<file path="config.mk">
export PLATFORM = sky130hd
export DESIGN_NAME = l2_tag_lookup
export DESIGN_NICKNAME = d
export VERILOG_FILES = /design/src/rtl/l2_tag_lookup_pkg.sv /design/src/rtl/l2_way_prio_enc.sv /design/src/rtl/l2_tag_lookup.sv
export SDC_FILE = /design/constraint.sdc
export NUM_CORES = 1
export LEC_CHECK = 0
export CAP_MARGIN = 20
export CELL_PAD_IN_SITES_DETAIL_PLACEMENT = 1
export CELL_PAD_IN_SITES_GLOBAL_PLACEMENT = 2
export CORE_AREA = 4 4 537 539
export CTS_BUF_LIST = sky130_fd_sc_hd__clkbuf_4 sky130_fd_sc_hd__clkbuf_8 sky130_fd_sc_hd__clkbuf_16
export DETAILED_ROUTE_END_ITERATION = 10
export DIE_AREA = 0 0 541 543
export GPL_ROUTABILITY_DRIVEN = 0
export PLACE_DENSITY_LB_ADDON = 0.2
export RECOVER_POWER = 50
export SYNTH_ARGS = -nofsm -noshare
export SYNTH_HDL_FRONTEND = slang
export SYNTH_SLANG_ARGS = --single-unit
</file>
<file path="constraint.sdc">
create_clock -name clk -period 3.9 [get_ports clk]
set_clock_uncertainty 0.15 [all_clocks]
set_input_delay 0.39 -clock clk [delete_from_list [all_inputs] [get_ports clk]]
set_output_delay 0.39 -clock clk [all_outputs]
set_load 0.01 [all_outputs]
</file>
<file path="src/rtl/l2_tag_lookup_pkg.sv">
`default_nettype none
// ============================================================================
// Module      : l2_tag_lookup_pkg
// Description : Shared L2 cache types, sizes and state encodings used by the
//               tag lookup stage and its priority encoder.
// Revision    : 1.0 - initial release
// ============================================================================
package l2_tag_lookup_pkg;

  localparam int L2_WAYS     = 8;
  localparam int L2_WAY_BITS = $clog2(L2_WAYS);
  localparam int L2_SET_BITS = 8;
  localparam int L2_TAG_BITS = 16;
  localparam int LINE_BITS   = 128;
  localparam int HPROT_BITS  = 1;
  localparam int STATE_BITS  = 2;

  typedef logic [L2_WAY_BITS-1:0] l2_way_t;
  typedef logic [L2_TAG_BITS-1:0] l2_tag_t;
  typedef logic [STATE_BITS-1:0]  state_t;
  typedef logic [HPROT_BITS-1:0]  hprot_t;
  typedef logic [LINE_BITS-1:0]   line_t;

  // Coherence state encodings; INVALID must stay all-zeros so a cleared
  // memory reads back as empty ways.
  localparam state_t INVALID   = 2'd0;
  localparam state_t SHARED    = 2'd1;
  localparam state_t EXCLUSIVE = 2'd2;
  localparam state_t MODIFIED  = 2'd3;

  typedef enum logic [1:0] {
    L2_LOOKUP_IDLE = 2'd0,
    L2_LOOKUP_READ = 2'd1,
    L2_LOOKUP_RESP = 2'd2
  } l2_lookup_state_t;

  // Next way in round-robin order, wrapping the last way back to 0.
  function automatic int l2_way_wrap_inc(input int way, input int ways);
    return (way >= ways - 1) ? 0 : way + 1;
  endfunction

endpackage
`default_nettype wire

</file>
<file path="src/rtl/l2_way_prio_enc.sv">
`default_nettype none
// ============================================================================
// Module      : l2_way_prio_enc
// Description : Lowest-index-wins priority encoder over a per-way request
//               vector; returns whether any bit is set and its index.
// Revision    : 1.0 - initial release
// ============================================================================
module l2_way_prio_enc
  import l2_tag_lookup_pkg::*;
#(
  parameter  int WAYS     = L2_WAYS,
  localparam int IDX_BITS = $clog2(WAYS)
) (
  input  logic [WAYS-1:0]     req,
  output logic                found,
  output logic [IDX_BITS-1:0] idx
);

  // Scan from the top down so the lowest set index is the last one written.
  always_comb begin
    found = 1'b0;
    idx   = '0;
    for (int w = WAYS - 1; w >= 0; w--) begin
      if (req[w]) begin
        found = 1'b1;
        idx   = IDX_BITS'(w);
      end
    end
  end

endmodule
`default_nettype wire

</file>
<file path="src/rtl/l2_tag_lookup.sv">
`default_nettype none
// ============================================================================
// Module      : l2_tag_lookup
// Description : L2 tag lookup stage. Issues a set read to the local memory,
//               compares the returned tags/states of every way and presents
//               a registered hit/victim result under a valid/ready handshake.
// Revision    : 1.0 - initial release
// ============================================================================
module l2_tag_lookup
  import l2_tag_lookup_pkg::*;
#(
  parameter  int WAYS     = L2_WAYS,
  parameter  int TAG_BITS = L2_TAG_BITS,
  parameter  int SET_BITS = L2_SET_BITS,
  localparam int WAY_BITS = $clog2(WAYS)
) (
  input  logic                                clk,
  input  logic                                rst,
  input  logic                                req_valid,
  output logic                                req_ready,
  input  logic [TAG_BITS+SET_BITS-1:0]        req_addr,
  input  logic                                mem_busy,
  output logic                                mem_rd_en,
  output logic [SET_BITS-1:0]                 mem_set,
  input  logic [WAYS-1:0][LINE_BITS-1:0]      mem_rd_line,
  input  logic [WAYS-1:0][TAG_BITS-1:0]       mem_rd_tag,
  input  logic [WAYS-1:0][HPROT_BITS-1:0]     mem_rd_hprot,
  input  logic [WAYS-1:0][STATE_BITS-1:0]     mem_rd_state,
  input  logic [WAY_BITS-1:0]                 mem_rd_evict_way,
  output logic                                rsp_valid,
  input  logic                                rsp_ready,
  output logic                                rsp_hit,
  output logic [WAY_BITS-1:0]                 rsp_way,
  output logic                                rsp_empty,
  output logic [TAG_BITS-1:0]                 rsp_tag,
  output logic [STATE_BITS-1:0]               rsp_state,
  output logic [HPROT_BITS-1:0]               rsp_hprot,
  output logic [LINE_BITS-1:0]                rsp_line,
  output logic [SET_BITS-1:0]                 rsp_set,
  output logic [WAY_BITS-1:0]                 rsp_evict_next
);

  localparam logic [1:0] C_ST_IDLE = 2'(L2_LOOKUP_IDLE);
  localparam logic [1:0] C_ST_READ = 2'(L2_LOOKUP_READ);
  localparam logic [1:0] C_ST_RESP = 2'(L2_LOOKUP_RESP);

  logic [1:0]            r_state;
  logic [TAG_BITS-1:0]   r_tag;
  logic [SET_BITS-1:0]   r_set;

  logic                  r_rsp_valid;
  logic                  r_rsp_hit;
  logic                  r_rsp_empty;
  logic [WAY_BITS-1:0]   r_rsp_way;
  logic [TAG_BITS-1:0]   r_rsp_tag;
  logic [STATE_BITS-1:0] r_rsp_state;
  logic [HPROT_BITS-1:0] r_rsp_hprot;
  logic [LINE_BITS-1:0]  r_rsp_line;
  logic [SET_BITS-1:0]   r_rsp_set;
  logic [WAY_BITS-1:0]   r_rsp_evict_next;

  logic                  w_idle;
  logic                  w_accept;
  logic [WAYS-1:0]       w_match;
  logic [WAYS-1:0]       w_inv;
  logic                  w_hit;
  logic                  w_inv_found;
  logic [WAY_BITS-1:0]   w_hit_way;
  logic [WAY_BITS-1:0]   w_inv_way;
  logic [WAY_BITS-1:0]   w_sel_way;

  // Requests are only taken in IDLE and never while the memory is being
  // written, since the read port is shared with that write.
  assign w_idle    = (r_state == C_ST_IDLE);
  assign req_ready = w_idle & ~mem_busy;
  assign w_accept  = req_valid & req_ready;
  assign mem_rd_en = w_accept;
  assign mem_set   = w_idle ? req_addr[SET_BITS-1:0] : r_set;

  // Per-way tag compare; an INVALID way never counts as a match even if its
  // stale tag happens to equal the request.
  always_comb begin
    w_match = '0;
    w_inv   = '0;
    for (int w = 0; w < WAYS; w++) begin
      w_inv[w]   = (mem_rd_state[w] == INVALID);
      w_match[w] = (mem_rd_tag[w] == r_tag) & ~w_inv[w];
    end
  end

  l2_way_prio_enc #(
    .WAYS  (WAYS)
  ) u_match_enc (
    .req   (w_match),
    .found (w_hit),
    .idx   (w_hit_way)
  );

  l2_way_prio_enc #(
    .WAYS  (WAYS)
  ) u_inv_enc (
    .req   (w_inv),
    .found (w_inv_found),
    .idx   (w_inv_way)
  );

  // Way selection: hit way, else first free way, else the round-robin victim.
  always_comb begin
    if (w_hit) begin
      w_sel_way = w_hit_way;
    end else if (w_inv_found) begin
      w_sel_way = w_inv_way;
    end else begin
      w_sel_way = mem_rd_evict_way;
    end
  end

  // Control FSM: IDLE -> READ (memory data arrives) -> RESP (hold result).
  always_ff @(posedge clk or negedge rst) begin
    if (!rst) begin
      r_state <= C_ST_IDLE;
      r_tag   <= '0;
      r_set   <= '0;
    end else begin
      case (r_state)
        C_ST_IDLE: begin
          if (w_accept) begin
            r_tag   <= req_addr[TAG_BITS+SET_BITS-1:SET_BITS];
            r_set   <= req_addr[SET_BITS-1:0];
            r_state <= C_ST_READ;
          end
        end
        C_ST_READ: r_state <= C_ST_RESP;
        C_ST_RESP: begin
          if (rsp_ready) begin
            r_state <= C_ST_IDLE;
          end
        end
        default:   r_state <= C_ST_IDLE;
      endcase
    end
  end

  // Capture the selected way's contents once, then hold them until consumed.
  always_ff @(posedge clk or negedge rst) begin
    if (!rst) begin
      r_rsp_valid      <= 1'b0;
      r_rsp_hit        <= 1'b0;
      r_rsp_empty      <= 1'b0;
      r_rsp_way        <= '0;
      r_rsp_tag        <= '0;
      r_rsp_state      <= '0;
      r_rsp_hprot      <= '0;
      r_rsp_line       <= '0;
      r_rsp_set        <= '0;
      r_rsp_evict_next <= '0;
    end else if (r_state == C_ST_READ) begin
      r_rsp_valid      <= 1'b1;
      r_rsp_hit        <= w_hit;
      r_rsp_empty      <= ~w_hit & w_inv_found;
      r_rsp_way        <= w_sel_way;
      r_rsp_tag        <= mem_rd_tag[w_sel_way];
      r_rsp_state      <= mem_rd_state[w_sel_way];
      r_rsp_hprot      <= mem_rd_hprot[w_sel_way];
      r_rsp_line       <= mem_rd_line[w_sel_way];
      r_rsp_set        <= r_set;
      r_rsp_evict_next <= WAY_BITS'(l2_way_wrap_inc(32'(w_sel_way), WAYS));
    end else if ((r_state == C_ST_RESP) && rsp_ready) begin
      r_rsp_valid      <= 1'b0;
    end
  end

  assign rsp_valid      = r_rsp_valid;
  assign rsp_hit        = r_rsp_hit;
  assign rsp_empty      = r_rsp_empty;
  assign rsp_way        = r_rsp_way;
  assign rsp_tag        = r_rsp_tag;
  assign rsp_state      = r_rsp_state;
  assign rsp_hprot      = r_rsp_hprot;
  assign rsp_line       = r_rsp_line;
  assign rsp_set        = r_rsp_set;
  assign rsp_evict_next = r_rsp_evict_next;

endmodule
`default_nettype wire

</file>
; Yosys cells after proc, flatten, opt, wreduce, memory -nomap -nowiden
; Index checks and enable logic that the tools add are counted.
[classes]
multipliers = 0
mux = 49
n_div = 0
bitwise = 21
eq_ne = 12
n_reduce_logical = 13
magnitude_cmp = 2
shifts = 0
n_addsub = 1
[ops]
columns = op, n
row1 = binary-select mux 128 bit (select 3 bit), 1
row2 = == test 16 bit, 8
row3 = 2-to-1 mux 128 bit, 1
row4 = 2-to-1 mux 3 bit, 19
row5 = binary-select mux 16 bit (select 3 bit), 1
row6 = 2-to-1 mux 1 bit, 19
row7 = logical NOT 2 bit, 9
row8 = 2-to-1 mux 16 bit, 1
row9 = bitwise AND 1 bit, 11
row10 = NOT 1 bit, 10
row11 = 2-to-1 mux 8 bit, 1
row12 = binary-select mux 2 bit (select 3 bit), 1
row13 = 2-to-1 mux 2 bit, 3
row14 = one-hot mux 2 bit (3 select lines), 1
row15 = less-than comparator 3 x 4 -> 1 bit (second input constant), 1
row16 = != test 2 bit (second input constant), 2
row17 = AND reduction 2 bit, 2
row18 = adder 3 x 1 -> 3 bit (second input constant), 1
row19 = binary-select mux 1 bit (select 3 bit), 1
row20 = greater-or-equal comparator 3 bit (second input constant), 1
row21 = == test 2 x 1 -> 1 bit (second input constant), 1
row22 = == test 2 bit (second input constant), 1
row23 = nonzero test 2 bit, 1
row24 = logical AND 1 bit, 1
[word_totals]
word_cells = 111
latch_bits = 0
ff_bits = 190
out_inout_bits = 174
mem_bits_ro = 0
memories = 0
ram_bits = 0
inputBits = 1208

; Depth between registers and ports, before layout
[depth]
ltp_word = 14
ltp_mapped = 17
ltp_nobuf = 13

; Modules after synthesis
; A second synthesis with hierarchy kept.
[hier_totals]
hier_cells = 3241
area_unflattened_um2 = 26766.9
[by_module_without_submodules]
columns = mod, area_each_um2, instances, cells_per_inst, seq_area_each_um2
row1 = l2_tag_lookup, 26606.8, 1, 3215, 4754.6
row2 = l2_way_prio_enc, 80.1, 2, 13, 0.0

; Worst setup path before layout
; No wires, ideal clock.
[synth_timing]
path_kind = reg-to-reg
from = register r_tag[9]
to = register r_rsp_evict_next[2] (netlist: rsp_evict_next[2])
setup_time_ps = 120
t_required_ps = 3630
setup_slack_ps = 400
arrival_ps = 3229
path_stages_with_launch = 18
path_cell_list = dfrtp_1 -> buf_6 -> xor2_1 -> or3_1 -> or3_1 -> nor2_4 -> o22a_1 -> buf_4 -> nand2_1 -> buf_2 -> clkbuf_1 -> nor2_1 -> inv_1 -> ha_1 -> ha_1 -> nor3b_1 -> o21ai_0 -> nand2_1
[synth_via]
elab_chain_len = 13
word_cells_on_any_way = 36
classes_between = add/sub (1) / order compare (1) / eq/ne (8) / mux (18) / bitwise (8)
[synth_rtl]
columns = item, line
row1 = from (decl), l2_tag_lookup.sv:48  ; logic [TAG_BITS-1:0] r_tag;
row2 = from (signal assigned), l2_tag_lookup.sv:128  ; r_tag <= req_addr[TAG_BITS+SET_BITS-1:SET_BITS];
row3 = == test 16 bit, l2_tag_lookup.sv:87  ; w_match[w] = (mem_rd_tag[w] == r_tag) & ~w_inv[w];
row4 = bitwise AND 1 bit, l2_tag_lookup.sv:87
row5 = 2-to-1 mux 3 bit or 2-to-1 mux 1 bit (tied branches) (8 in a row), l2_way_prio_enc.sv:24  ; if (req[w]) begin
row6 = 2-to-1 mux 3 bit *, l2_tag_lookup.sv:109  ; if (w_hit) begin
row7 = via w_sel_way[0], l2_tag_lookup.sv:70  ; logic [WAY_BITS-1:0] w_sel_way;
row8 = adder 3 x 1 -> 3 bit or greater-or-equal comparator 3 bit (tied branches), l2_tag_lookup_pkg.sv:39  ; return (way >= ways - 1) ? 0 : way + 1;
row9 = 2-to-1 mux 3 bit *, l2_tag_lookup_pkg.sv:39
row10 = to (signal assigned), l2_tag_lookup.sv:167  ; r_rsp_evict_next <= WAY_BITS'(l2_way_wrap_inc(32'(w_sel_way), WAYS));
row11 = to (decl), l2_tag_lookup.sv:60  ; logic [WAY_BITS-1:0] r_rsp_evict_next;
; The timed path passes the listed nets; every way through them passes the cells marked *.
; A chain may end at the register's enable or synchronous reset.

; Final worst setup path
[layout_timing]
from = register r_tag[15]
to = register r_rsp_line[96] (netlist: rsp_line[96])
[layout_via]
elab_chain_len = 13
word_cells_on_any_way = 35
classes_between = eq/ne (8) / mux (19) / bitwise (8)
[layout_rtl]
columns = item, line
row1 = == test 16 bit, l2_tag_lookup.sv:87
row2 = bitwise AND 1 bit, l2_tag_lookup.sv:87
row3 = 2-to-1 mux 3 bit or 2-to-1 mux 1 bit (tied branches) (8 in a row), l2_way_prio_enc.sv:24
row4 = 2-to-1 mux 3 bit *, l2_tag_lookup.sv:109
row5 = binary-select mux 128 bit (select 3 bit) *, l2_tag_lookup.sv:165  ; r_rsp_line <= mem_rd_line[w_sel_way];
row6 = 2-to-1 mux 128 bit (not written as such) *, l2_tag_lookup.sv:165
row7 = to (signal assigned), l2_tag_lookup.sv:165
row8 = to (decl), l2_tag_lookup.sv:58  ; logic [LINE_BITS-1:0] r_rsp_line;
; Mark *: on every way between the ends. The rest lies on a longest branch, timed or not. The select of a mux whose other input is x is not followed.

==> out/qor.csv <==
stage,metric,value,unit
run_status,status,"complete, but fails checks",
run_status,violations,"capacitance limit, slew limit, setup timing",
synth,synth_nets,5764,
synth,synth_flop_cell,dfrtp_1,
floorplanning,die_area,294000,um2
placement,pre_cts_slack,-0.987,ns
floorplanning,core-area,284000,um2
final_layout,final_nets,7308,
critical_path,crit_fanout,61,
drt,vias_per_cell,4.95,
drt,firstDrtPassIters,7,
hold_path,whs_path_depth,2,
clock_tree,insertion_delay,0.60,ns
hold_path,min_to,r_state[1],
drt,drt_wl_total,327000,um
critical_path,r2r-end,rsp_line[96],
synth,yosysTopAreaCell,dfrtp_1,
sta,drv_slew,78,
power,power_density,280,nW/um2
synth,postSynthCellCount,4554,
synth,synth_edf_count,0,
hold_path,hold_path_class,in -> reg,
final_layout,layout_common_cells,"clkdlybuf4s50_1 (1,325), buf_4 (678), a211oi_1 (582), o21ai_0 (300)",
synth,ys_seq_area_frac,0.142,
global_routing,grt_overflow,0,
flow_run,cap_violations,2,
clock_tree,cts-root-buf,clkbuf_16,
synth,ys_warn_count,0,
power,vdd_drop_max,0.000245,V
placement,place_inst,9802,
synth,async_reset_ff_frac,1.00,
floorplanning,ios,1382,
floorplanning,fp-row-count,196,
global_routing,grt_use_total,0.209,
hold_path,hp-start,rsp_ready,
drt,wl_per_cell,33.0,um
synth,yosys-top-cells-area,"dfrtp_1 (14%), a211oi_1 (13%), and3b_1 (7.7%)",
sta,setup_slack,-0.113,ns
clock_tree,clk_pin_slew_worst_paths,0.10,ns
critical_path,crit_slowest_cell,a2111oi_1,
critical_path,crit_required,4.21,ns
final_layout,fillers,33400,
critical_path,worstPathCellList,buf_12 -> xnor2_2 -> nand4_1 -> nor4_4 -> buf_4 -> a22oi_1 -> nand4b_1 -> nor3_4 -> buf_4 -> buf_12 -> a2111oi_1 -> o31ai_1 -> a21o_1,
sta,rsz0062_at_grt,yes,
drt,drc,0,
synth,syn-cell-area,33400,um2
critical_path,cp-start-kind,register,
critical_path,r2r_start,r_tag[15],
final_layout,final_common_cell,clkdlybuf4s50_1,
critical_path,reg2regPathDepth,13,
global_routing,grt_pass1_wl,438000,um
synth,synth_seq_cells,190,
final_layout,final_util,0.211,
floorplanning,die_w,541,um
sta,setup_viol,20,
drt,via_count,49000,
drt,ant_nets,0,
clock_tree,cts.path.max_buffers,3,
sta,finalCritPeriodShare,1.03,
clock_tree,cts.sinks,190,
synth,synth.top_cell.area_share,0.142,
synth,syn_avg_cell_area,7.33,um2
critical_path,crit_buf_inv,4,
sta,fmax,0.249,GHz
global_routing,antenna_found_initial,131,
global_routing,grt_max_degree,115,
drt,drt_iter0_drc,3070,
sta,hold_violations,0,
floorplanning,initial_core_util,0.118,
critical_path,crit_type,reg -> reg,
critical_path,worst_setup_path_end_kind,register,
critical_path,cpPeakStageDelay,0.62,ns
critical_path,cp.arrival,4.33,ns
placement,hpwl,257000,um
clock_tree,cts_buffers,25,
placement,numPortBuffers,1381,
clock_tree,cts_tree,built,
floorplanning,dieHeight,543,um
synth,synthDistinctLibCells,64,
sta,holdWs,0.246,ns
global_routing,grt_pass1_vias,50700,
critical_path,critical-path-top-delay-family,compound AO/OA/AOI/OAI gates,
final_layout,syn_to_final_growth,79.7,%
clock_tree,ctsHtreeMaxLevel,4,
final_layout,drive_gt1_frac,0.189,
sta,relSlewSlack,-0.537,
sta,worst_pin_slew,2.31,ns
final_layout,stdcell_count,9907,
critical_path,r2r_setup_slack,-0.11,ns
power,p_leak,22.1,nW
sta,period_needed,4.01,ns
==> layout make-up <==
type                       instances  area [um2]  share of cell area
antenna                           41         103             0.00171
multi-input combinational       3313       25600               0.427
timing repair buffer            2268       23000               0.383
tap                             3762        4710              0.0785
clock inverter                     3        15.0            0.000250
inverter                         300        1130              0.0188
clock buffer                      30         688              0.0115
sequential                       190        4770              0.0795
==> synthesized netlist by cell type, types with 6 or more instances <==
| library cell | count |
|---|---|
| a221oi_1 | 137 |
| nor3_1 | 12 |
| xor2_1 | 82 |
| nand3_1 | 299 |
| a2111oi_0 | 142 |
| o21ai_0 | 300 |
| buf_6 | 25 |
| dfrtp_1 | 190 |
| o31ai_1 | 149 |
| clkbuf_1 | 502 |
| nand4_1 | 21 |
| o22ai_1 | 149 |
| buf_1 | 11 |
| a21o_1 | 150 |
| a211oi_1 | 588 |
| nor4_1 | 27 |
| o2111ai_1 | 294 |
| buf_4 | 11 |
| nand2_1 | 195 |
| mux2_2 | 32 |
| inv_1 | 298 |
| a221oi_2 | 10 |
| and3b_1 | 294 |
| nor2_1 | 20 |
| buf_2 | 202 |
| xnor2_1 | 47 |
| o221ai_1 | 294 |
| or3_1 | 6 |
==> metrics by stage <==
| step | TNS (ns) | cell area, um2 | total power [W] |
|---|---|---|---|
| after floorplan | 0 | 33400 | 0.00730 |
| after global placement | -87.34 | 57300 | 0.0142 |
| after detailed placement | -76.42 | 57400 | 0.0142 |
| after CTS | 0 | 58600 | 0.0169 |
| after global routing | -3.25 | 59900 | 0.0177 |
| final | -1.16 | 60000 | 0.0168 |
==> worst max path at each step <==
| stage | startpoint | endpoint | cells after the start |
|---|---|---|---|
| finish | r_tag[15] | rsp_line[96] | 13 |
| global route | r_tag[12] | rsp_line[96] | 14 |
| CTS | r_tag[4] | rsp_line[94] | 13 |
| detailed placement | mem_rd_tag[15] | rsp_tag[9] | 14 |
| global placement | mem_rd_tag[15] | rsp_line[9] | 13 |
| floorplan | r_tag[9] | rsp_evict_next[2] | 17 |
==> logic make-up (layout without fill, tap and decap cells) <==
kind of cell | Yosys count | after routing | share of synthesized area
AO/OA/AOI/OAI | 2234 | 2234 | 0.511
XOR/XNOR | 129 | 129 | 0.0338
adder cells (fa/ha/maj) | 2 | 2 | 0.000750
buffers and inverters | 1051 | 2601 | 0.133
flip-flops | 190 | 190 | 0.142
multiplexers | 32 | 32 | 0.0108
other | 0 | 41 | 0
AND/OR/NAND/NOR | 916 | 916 | 0.168
==> per-layer routing <==
metal	up-vias	share of wire	track usage	routed length [um]
li1	21600	-	-	-
met1	25100	0.42	0.257	138000
met2	1699	0.48	0.364	158000
met3	399	0.065	0.0510	21300
met4	150	0.027	0.0505	8960
met5	-	0.0028	0	916
==> repair_timing <==
item / in CTS / in global routing
hold buffers: 1 / 0
setup buffers: 13 / 10
setup endpoints to repair: 149 / 143
gates resized for setup: 95 / 215
cloned: 2 / 7
pin swaps: 8 / 21
endpoints found under the hold margin: 51 / 0
==> registers in the layout (all words and copies together) (netlist names) <==
signal	cells
rsp_empty	1
rsp_state	2
r_set	8
rsp_tag	16
rsp_valid	1
rsp_evict_next	3
rsp_hprot	1
rsp_line	128
rsp_way	3
r_tag	16
rsp_set	8
r_state	2
rsp_hit	1
==> where the power goes <==
group	total [W]	switching [W]	internal, W
clock	0.00246	0.00122	0.00124
combinational	0.0107	0.00538	0.00529
sequential	0.00368	0.000941	0.00273
No activity file was read; power rests on OpenSTA's default activity.
